**src/rtl/stream_demux_pkg.sv**
```systemverilog
// Shared definitions for the 1-to-2 stream demultiplexer and its skid slices.
// Destination encoding and the two-entry slice occupancy states.
package stream_demux_pkg;

    localparam logic SEL_A = 1'b0;
    localparam logic SEL_B = 1'b1;

    typedef enum logic [1:0] {
        EMPTY = 2'd0,
        ONE   = 2'd1,
        FULL  = 2'd2
    } slice_state_t;

endpackage : stream_demux_pkg

```
**src/rtl/stream_skid_slice.sv**
```systemverilog
// Two-entry (main + skid) valid/ready slice; a write becomes visible on out_* one edge later.
// in_ready is a flop (registered !FULL), so it never depends combinationally on out_ready.
module stream_skid_slice
    import stream_demux_pkg::*;
#(
    parameter int DATA_W = 8
) (
    input  logic              clk,
    input  logic              rst_n,
    input  logic              in_valid,
    output logic              in_ready,
    input  logic [DATA_W-1:0] in_data,
    output logic              out_valid,
    input  logic              out_ready,
    output logic [DATA_W-1:0] out_data
);

    slice_state_t      state;
    slice_state_t      state_nxt;
    logic              ready_q;
    logic [DATA_W-1:0] main_dat;
    logic [DATA_W-1:0] skid_dat;

    logic wr;
    logic rd;
    logic load_main_in;
    logic load_main_skid;
    logic load_skid;

    assign in_ready  = ready_q;
    assign out_valid = (state != EMPTY);
    assign out_data  = main_dat;

    assign wr = in_valid && ready_q;
    assign rd = out_valid && out_ready;

    always_ff @(posedge clk or negedge rst_n) begin
        if (!rst_n) begin
            state   <= EMPTY;
            ready_q <= 1'b0;
        end else begin
            state   <= state_nxt;
            ready_q <= (state_nxt != FULL);
        end
    end

    always_comb begin
        state_nxt      = state;
        load_main_in   = 1'b0;
        load_main_skid = 1'b0;
        load_skid      = 1'b0;
        case (state)
            EMPTY: begin
                if (wr) begin
                    state_nxt    = ONE;
                    load_main_in = 1'b1;
                end
            end
            ONE: begin
                if (wr && rd) begin
                    load_main_in = 1'b1;
                end else if (wr) begin
                    state_nxt = FULL;
                    load_skid = 1'b1;
                end else if (rd) begin
                    state_nxt = EMPTY;
                end
            end
            FULL: begin
                // ready_q is low here, so no write can arrive alongside the read.
                if (rd) begin
                    state_nxt      = ONE;
                    load_main_skid = 1'b1;
                end
            end
            default: begin
                state_nxt = EMPTY;
            end
        endcase
    end

    always_ff @(posedge clk or negedge rst_n) begin
        if (!rst_n) begin
            main_dat <= '0;
            skid_dat <= '0;
        end else begin
            if (load_main_in) begin
                main_dat <= in_data;
            end else if (load_main_skid) begin
                main_dat <= skid_dat;
            end
            if (load_skid) begin
                skid_dat <= in_data;
            end
        end
    end

endmodule : stream_skid_slice

```
**src/rtl/stream_demux_1to2.sv**
```systemverilog
// Routes each accepted word to output A (sel=0) or B (sel=1) through a skid slice; 1 edge latency.
// in_ready follows the selected slice only, so a blocked destination stalls the input.
module stream_demux_1to2
    import stream_demux_pkg::*;
#(
    parameter int DATA_W = 8,
    parameter int CNT_W  = 8
) (
    input  logic              clk,
    input  logic              rst_n,
    input  logic              in_valid,
    output logic              in_ready,
    input  logic [DATA_W-1:0] in_data,
    input  logic              in_sel,
    output logic              out_a_valid,
    input  logic              out_a_ready,
    output logic [DATA_W-1:0] out_a_data,
    output logic              out_b_valid,
    input  logic              out_b_ready,
    output logic [DATA_W-1:0] out_b_data,
    output logic [CNT_W-1:0]  cnt_a,
    output logic [CNT_W-1:0]  cnt_b
);

    logic slice_a_ready;
    logic slice_b_ready;
    logic wr_a;
    logic wr_b;

    assign in_ready = (in_sel == SEL_B) ? slice_b_ready : slice_a_ready;
    assign wr_a     = in_valid && (in_sel == SEL_A);
    assign wr_b     = in_valid && (in_sel == SEL_B);

    stream_skid_slice #(
        .DATA_W (DATA_W)
    ) u_slice_a (
        .clk       (clk),
        .rst_n     (rst_n),
        .in_valid  (wr_a),
        .in_ready  (slice_a_ready),
        .in_data   (in_data),
        .out_valid (out_a_valid),
        .out_ready (out_a_ready),
        .out_data  (out_a_data)
    );

    stream_skid_slice #(
        .DATA_W (DATA_W)
    ) u_slice_b (
        .clk       (clk),
        .rst_n     (rst_n),
        .in_valid  (wr_b),
        .in_ready  (slice_b_ready),
        .in_data   (in_data),
        .out_valid (out_b_valid),
        .out_ready (out_b_ready),
        .out_data  (out_b_data)
    );

    // Delivery counters advance on the output handshake and wrap freely.
    always_ff @(posedge clk or negedge rst_n) begin
        if (!rst_n) begin
            cnt_a <= '0;
            cnt_b <= '0;
        end else begin
            if (out_a_valid && out_a_ready) begin
                cnt_a <= cnt_a + CNT_W'(1);
            end
            if (out_b_valid && out_b_ready) begin
                cnt_b <= cnt_b + CNT_W'(1);
            end
        end
    end

endmodule : stream_demux_1to2

```
**config.mk**
```make
export PLATFORM = sky130hd
export DESIGN_NAME = stream_demux_1to2
export DESIGN_NICKNAME = d
export VERILOG_FILES = /design/src/rtl/stream_demux_pkg.sv /design/src/rtl/stream_skid_slice.sv /design/src/rtl/stream_demux_1to2.sv
export SDC_FILE = /design/constraint.sdc
export NUM_CORES = 1
export LEC_CHECK = 0
export ABC_AREA = 1
export CAP_MARGIN = 20
export CELL_PAD_IN_SITES_DETAIL_PLACEMENT = 1
export CELL_PAD_IN_SITES_GLOBAL_PLACEMENT = 2
export CORE_UTILIZATION = 32
export CTS_BUF_LIST = sky130_fd_sc_hd__clkbuf_4
export CTS_CLUSTER_SIZE = 8
export DETAILED_ROUTE_END_ITERATION = 6
export GPL_ROUTABILITY_DRIVEN = 1
export PLACE_DENSITY_LB_ADDON = 0.1
export SLEW_MARGIN = 20
export SYNTH_ARGS = -nofsm -noshare
export SYNTH_HDL_FRONTEND = slang
export SYNTH_SLANG_ARGS = --single-unit
export TNS_END_PERCENT = 50
```
**constraint.sdc**
```tcl
create_clock -name clk -period 1.8 [get_ports clk]
set_clock_uncertainty 0.2 [all_clocks]
set_input_delay 0.18 -clock clk [delete_from_list [all_inputs] [get_ports clk]]
set_output_delay 0.18 -clock clk [all_outputs]
set_load 0.03 [all_outputs]
```
Word-level counts from Yosys, hierarchy flattened
Index checks and enable logic that the tools add are counted.
{"block": "word_totals", "output_inout_bits": 35, "reg_bits": 54, "in_bits": 14, "word_cells": 64}
{"block": "op_classes", "eq_ne": 6, "add_sub_neg": 2, "n_bitwise": 1, "muxes": 31, "n_reduce_logical": 14}
{"cell": "$mux 8", "n": 4}
{"cell": "$mux 2", "n": 10}
{"cell": "$add 8x1->8 const B", "n": 2}
{"cell": "$mux 1", "n": 13}
{"cell": "$pmux 2 s3", "n": 2}
{"cell": "$logic_and 1x1->1", "n": 8}
{"cell": "$reduce_bool 2->1", "n": 4}
{"cell": "$eq 2x1->1 const B", "n": 2}
{"cell": "$eq 2x2->1 const B", "n": 2}
{"cell": "$logic_not 2->1", "n": 2}
{"cell": "$ne 2x2->1 const B", "n": 2}
{"cell": "$pmux 1 s2", "n": 2}
{"cell": "$not 1->1", "n": 1}

Longest topological paths before layout
Gate-level depths: netlist (run 1).
{"block": "logic_depth", "depth_word": 7, "ltp_mapped": 8, "mapped_depth_nobuf": 7}

Modules after synthesis
Synthesis (run 1) repeated with hierarchy kept, for this count alone.
{"block": "unflattened", "cells_unflattened": 329, "hier_area_um2": 2770.2}
{"mod": "stream_skid_slice", "instances": 2, "seq_area_each_um2": 475.5, "cells_per_inst": 119, "area_per_inst_um2": 974.7}
{"mod": "stream_demux_1to2", "instances": 1, "seq_area_each_um2": 400.4, "cells_per_inst": 91, "area_per_inst_um2": 820.8}

Worst setup path before layout (run 1)
Ideal clock, no wire load.
{"block": "synth_timing", "path_type": "register -> register", "start": "register cnt_a[3]", "end": "register cnt_a[6]", "slack_ns": 0.315, "period_less_slack_ns": 1.485, "t_required_ns": 1.483, "path_buffers": 1, "path_stages_with_launch": 9, "arrival_ns": 1.168, "setup_ns": 0.117, "cell_sequence": "dfrtp_1 > clkbuf_1 > nand2_1 > nor2_1 > nand2_1 > nand2_1 > nand2_1 > nand2_1 > nand2_1"}
{"block": "synth_via", "elab_chain_cells": 1}
{"element": "start, declared", "line": "stream_demux_1to2.sv:21", "source": "output logic [CNT_W-1:0] cnt_a,"}
{"element": "start signal, assigned", "line": "stream_demux_1to2.sv:67", "source": "cnt_a <= cnt_a + CNT_W'(1);"}
{"element": "$add 8x1->8", "line": "stream_demux_1to2.sv:67"}
No other way between the ends.
A chain may end at the register's enable or synchronous reset.

Final worst setup path (run 1)
{"block": "layout_timing", "start": "register u_slice_b.state[0]", "end": "output port out_b_valid"}
{"block": "layout_via", "elab_chain_cells": 1}
{"element": "start, declared", "line": "stream_skid_slice.sv:18", "source": "slice_state_t state;"}
{"element": "start signal, assigned", "line": "stream_skid_slice.sv:42", "source": "state <= state_nxt;"}
{"element": "$reduce_bool 2->1", "line": "stream_skid_slice.sv:31", "source": "assign out_valid = (state != EMPTY);"}
{"element": "end, declared", "line": "stream_demux_1to2.sv:18", "source": "output logic out_b_valid,"}
No other way between the ends.

==> impl_metrics.json, run 1 <==
{
  "status": "finished, final reports clean",
  "cp_slowest_stage_delay_ps": 410,
  "drtIter0Drc": 35,
  "place_hpwl_um": 4660,
  "tightest_slew_ps": 567,
  "insertion_delay_ps": 390,
  "ys_warn_count": 0,
  "vias_per_cell": 4.80,
  "drive_gt1_share_pct": 14.2,
  "firstDrtPassIters": 4,
  "min_period_ps": 1680,
  "worstPathArrival_ps": 1300,
  "dp_cells": 445,
  "grt-ovfl-total": 0,
  "first_global_vias": 2305,
  "die-area_mm2": 0.00840,
  "cts_tree": "done",
  "critical_path.top_delay_family": "buffers and inverters",
  "post_dp_cell_area_mm2": 0.00323,
  "rsz0062_at_grt": "false",
  "core_mm2": 0.00777,
  "start_util_pct": 33.1,
  "power.density_mw_per_mm2": 1250,
  "post_cts_buffers": 0,
  "worstReg2RegEnd": "u_slice_a.out_data[1]$_DFFE_PN0P_",
  "hold_viol_final": 0,
  "antenna_found_initial": 0,
  "drt_wl_total_um": 6370,
  "fin_total_pwr_uw": 4100,
  "worstPathRequired_ps": 1420,
  "synth_area_per_cell_um2": 8.90,
  "cts_buffers": 5,
  "antenna_cells": 0,
  "netlist_area_mm2": 0.00257,
  "start_kind": "flip-flop",
  "ir_drop_mv": 0.360,
  "ant_nets": 0,
  "path_depth": 3,
  "critPathSlowestCell": "dfrtp_1",
  "p_leak_uw": 0.00167,
  "clock-sinks": 54,
  "setup_violations": 0,
  "worst-r2r-cell-count": 5,
  "grt_max_degree": 55,
  "syn_nets": 305,
  "cp_max_fo": 3,
  "gp_congestion": 0.748,
  "syn_to_final_growth_pct": 28.0,
  "fill_cells": 944,
  "ys_seq_area_share_pct": 52.5,
  "route.detailed.drc": 0,
  "rr_startpoint": "u_slice_a.state[1]$_DFF_PN0_",
  "dr_total_vias": 2180,
  "cp-end-kind": "output pin",
  "port_buffers": 48,
  "fmax_mhz": 594,
  "cts.clk_slew.worst_paths_ps": 170,
  "finish.instance_area_mm2": 0.00329,
  "crit_buf_inv": 2,
  "die_w_um": 91.7,
  "stdcell_count": 454,
  "final_util_pct": 42.4,
  "max-cap-violations": 0,
  "grt_usage_pct": 16.7,
  "r2r_slack_ps": 200,
  "io_pins": 49,
  "clock_path_buffers": 2,
  "num_rows": 32,
  "finalCritPeriodShare_pct": 93.5,
  "slew_violations": 0,
  "grt_pass1_wl_um": 11100,
  "fin_nets": 367,
  "root_buffer": "clkbuf_4",
  "maxSlewHeadroom_pct": 62.1,
  "htree_levels": 2,
  "layout_common_cells": "nand2_1 (75), dfrtp_1 (54), nand3_1 (43)",
  "die_y_um": 91.7,
  "wl_per_cell_um": 14.0,
  "ys_ff_latch": 54,
  "final_common_cell": "nand2_1",
  "ys_types": 24,
  "path_cells": "inv_1 -> nand2_2 -> dlygate4sd2_1",
  "synth_cells": 289,
  "whs_ps": 101,
  "critPathKind": "flip-flop to output pin",
  "min_path_type": "primary input to async pin"
}
## routing by layer
layer | vias to the layer above | wire (µm) | GRT usage, %
li1 | 1066 | - | -
met1 | 1075 | 2810 | 21.2
met2 | 34 | 3300 | 29.1
met3 | 5 | 184 | 3.23
met4 | 0 | 72 | 3.97
met5 | - | 0 | 0
## timing repair
item,in CTS,in global routing
endpoints found under the setup margin,34,1
endpoints found under the hold margin,54,0
hold buffers,1,0
gates cloned,0,0
resized for setup,35,1
pin swaps,0,0
## layout make-up
| type | instances | area [µm²] | area share [%] |
|---|---|---|---|
| clock buffers | 5 | 37.5 | 1.14 |
| repair buffers | 59 | 537 | 16.3 |
| inverters | 31 | 118 | 3.57 |
| multi-input cells | 200 | 1060 | 32.1 |
| clock inverters | 3 | 63.8 | 1.94 |
| well taps | 102 | 128 | 3.88 |
| flip-flops and latches | 54 | 1350 | 41.0 |
## per-stage QoR
step,setup WS (ps),TNS [ps]
6_report,117,0
5_1_grt,9.57,0
4_1_cts,12.6,0
3_5_place_dp,-43.2,-236
3_3_place_gp,-33.8,-158
2_1_floorplan,315,0
## registers in the layout, summed over array words and instances (netlist names)
signal	count
cnt_a	8
cnt_b	8
u_slice_a.in_ready	1
u_slice_a.out_data	8
u_slice_a.skid_dat	8
u_slice_a.state	2
u_slice_b.in_ready	1
u_slice_b.out_data	8
u_slice_b.skid_dat	8
u_slice_b.state	2
## synth_stat cells (all sizes together)
master / count / area [µm²]
a21oi: 10 / 50.1
buf: 3 / 42.5
clkbuf: 1 / 3.75
clkinv: 1 / 5.00
dfrtp: 54 / 1350
ha: 2 / 25.0
inv: 30 / 113
nand2: 83 / 352
nand3: 45 / 235
nand4: 15 / 93.8
nor2: 26 / 144
o211ai: 1 / 7.51
o21ai: 10 / 80.1
xnor2: 4 / 35.0
xor2: 4 / 35.0
## worst max-delay path by stage
stage | startpoint | slack [ps] | end
floorplan | cnt_a[3]$_DFFE_PN0P_ | 310 | cnt_a[6]$_DFFE_PN0P_
global placement | in_valid | -30 | u_slice_a.out_data[5]$_DFFE_PN0P_
detailed placement | in_valid | -40 | u_slice_a.out_data[5]$_DFFE_PN0P_
CTS | u_slice_a.state[0]$_DFF_PN0_ | 10 | out_a_valid
global route | u_slice_b.state[0]$_DFF_PN0_ | 10 | out_b_valid
finish | u_slice_b.state[0]$_DFF_PN0_ | 120 | out_b_valid
## worst min-delay path, delay by kind of cell
family / cells / cell delay (ps)
buf+inv: 3 / 910
## kinds of logic (layout without fill, tap and decap cells)
kind of cell | count (synthesis) | count (layout) | share of synthesized area (%)
AO/OA/AOI/OAI | 21 | 21 | 5.35
XOR/XNOR | 8 | 8 | 2.72
adder cells (fa/ha/maj) | 2 | 2 | 0.973
buffers and inverters | 35 | 98 | 6.37
flip-flops | 54 | 54 | 52.5
AND/OR/NAND/NOR | 169 | 169 | 32.1
## power by group
group | internal, µW | total [µW] | switching [µW]
registers | 1550 | 1830 | 275
clock network | 428 | 843 | 414
logic | 518 | 1430 | 914
Note: power is estimated with default switching activity, not from simulation.
==> run 2: changes to the inputs <==
--- a/config.mk
+++ b/config.mk
@@ -19,4 +19,4 @@
 export SYNTH_ARGS = -nofsm -noshare
 export SYNTH_HDL_FRONTEND = slang
 export SYNTH_SLANG_ARGS = --single-unit
-export TNS_END_PERCENT = 50
+export TNS_END_PERCENT = 1
==> results of run 2 <==
Same layout as run 1: the final DEF is identical, and so are final timing and power.
==> run 3: changes to the inputs <==
--- a/config.mk
+++ b/config.mk
@@ -15,7 +15,6 @@
 export DETAILED_ROUTE_END_ITERATION = 6
 export GPL_ROUTABILITY_DRIVEN = 1
 export PLACE_DENSITY_LB_ADDON = 0.1
-export SLEW_MARGIN = 20
 export SYNTH_ARGS = -nofsm -noshare
 export SYNTH_HDL_FRONTEND = slang
 export SYNTH_SLANG_ARGS = --single-unit
==> results of run 3 <==
Same layout as run 1: the final DEF is identical, and so are final timing and power.
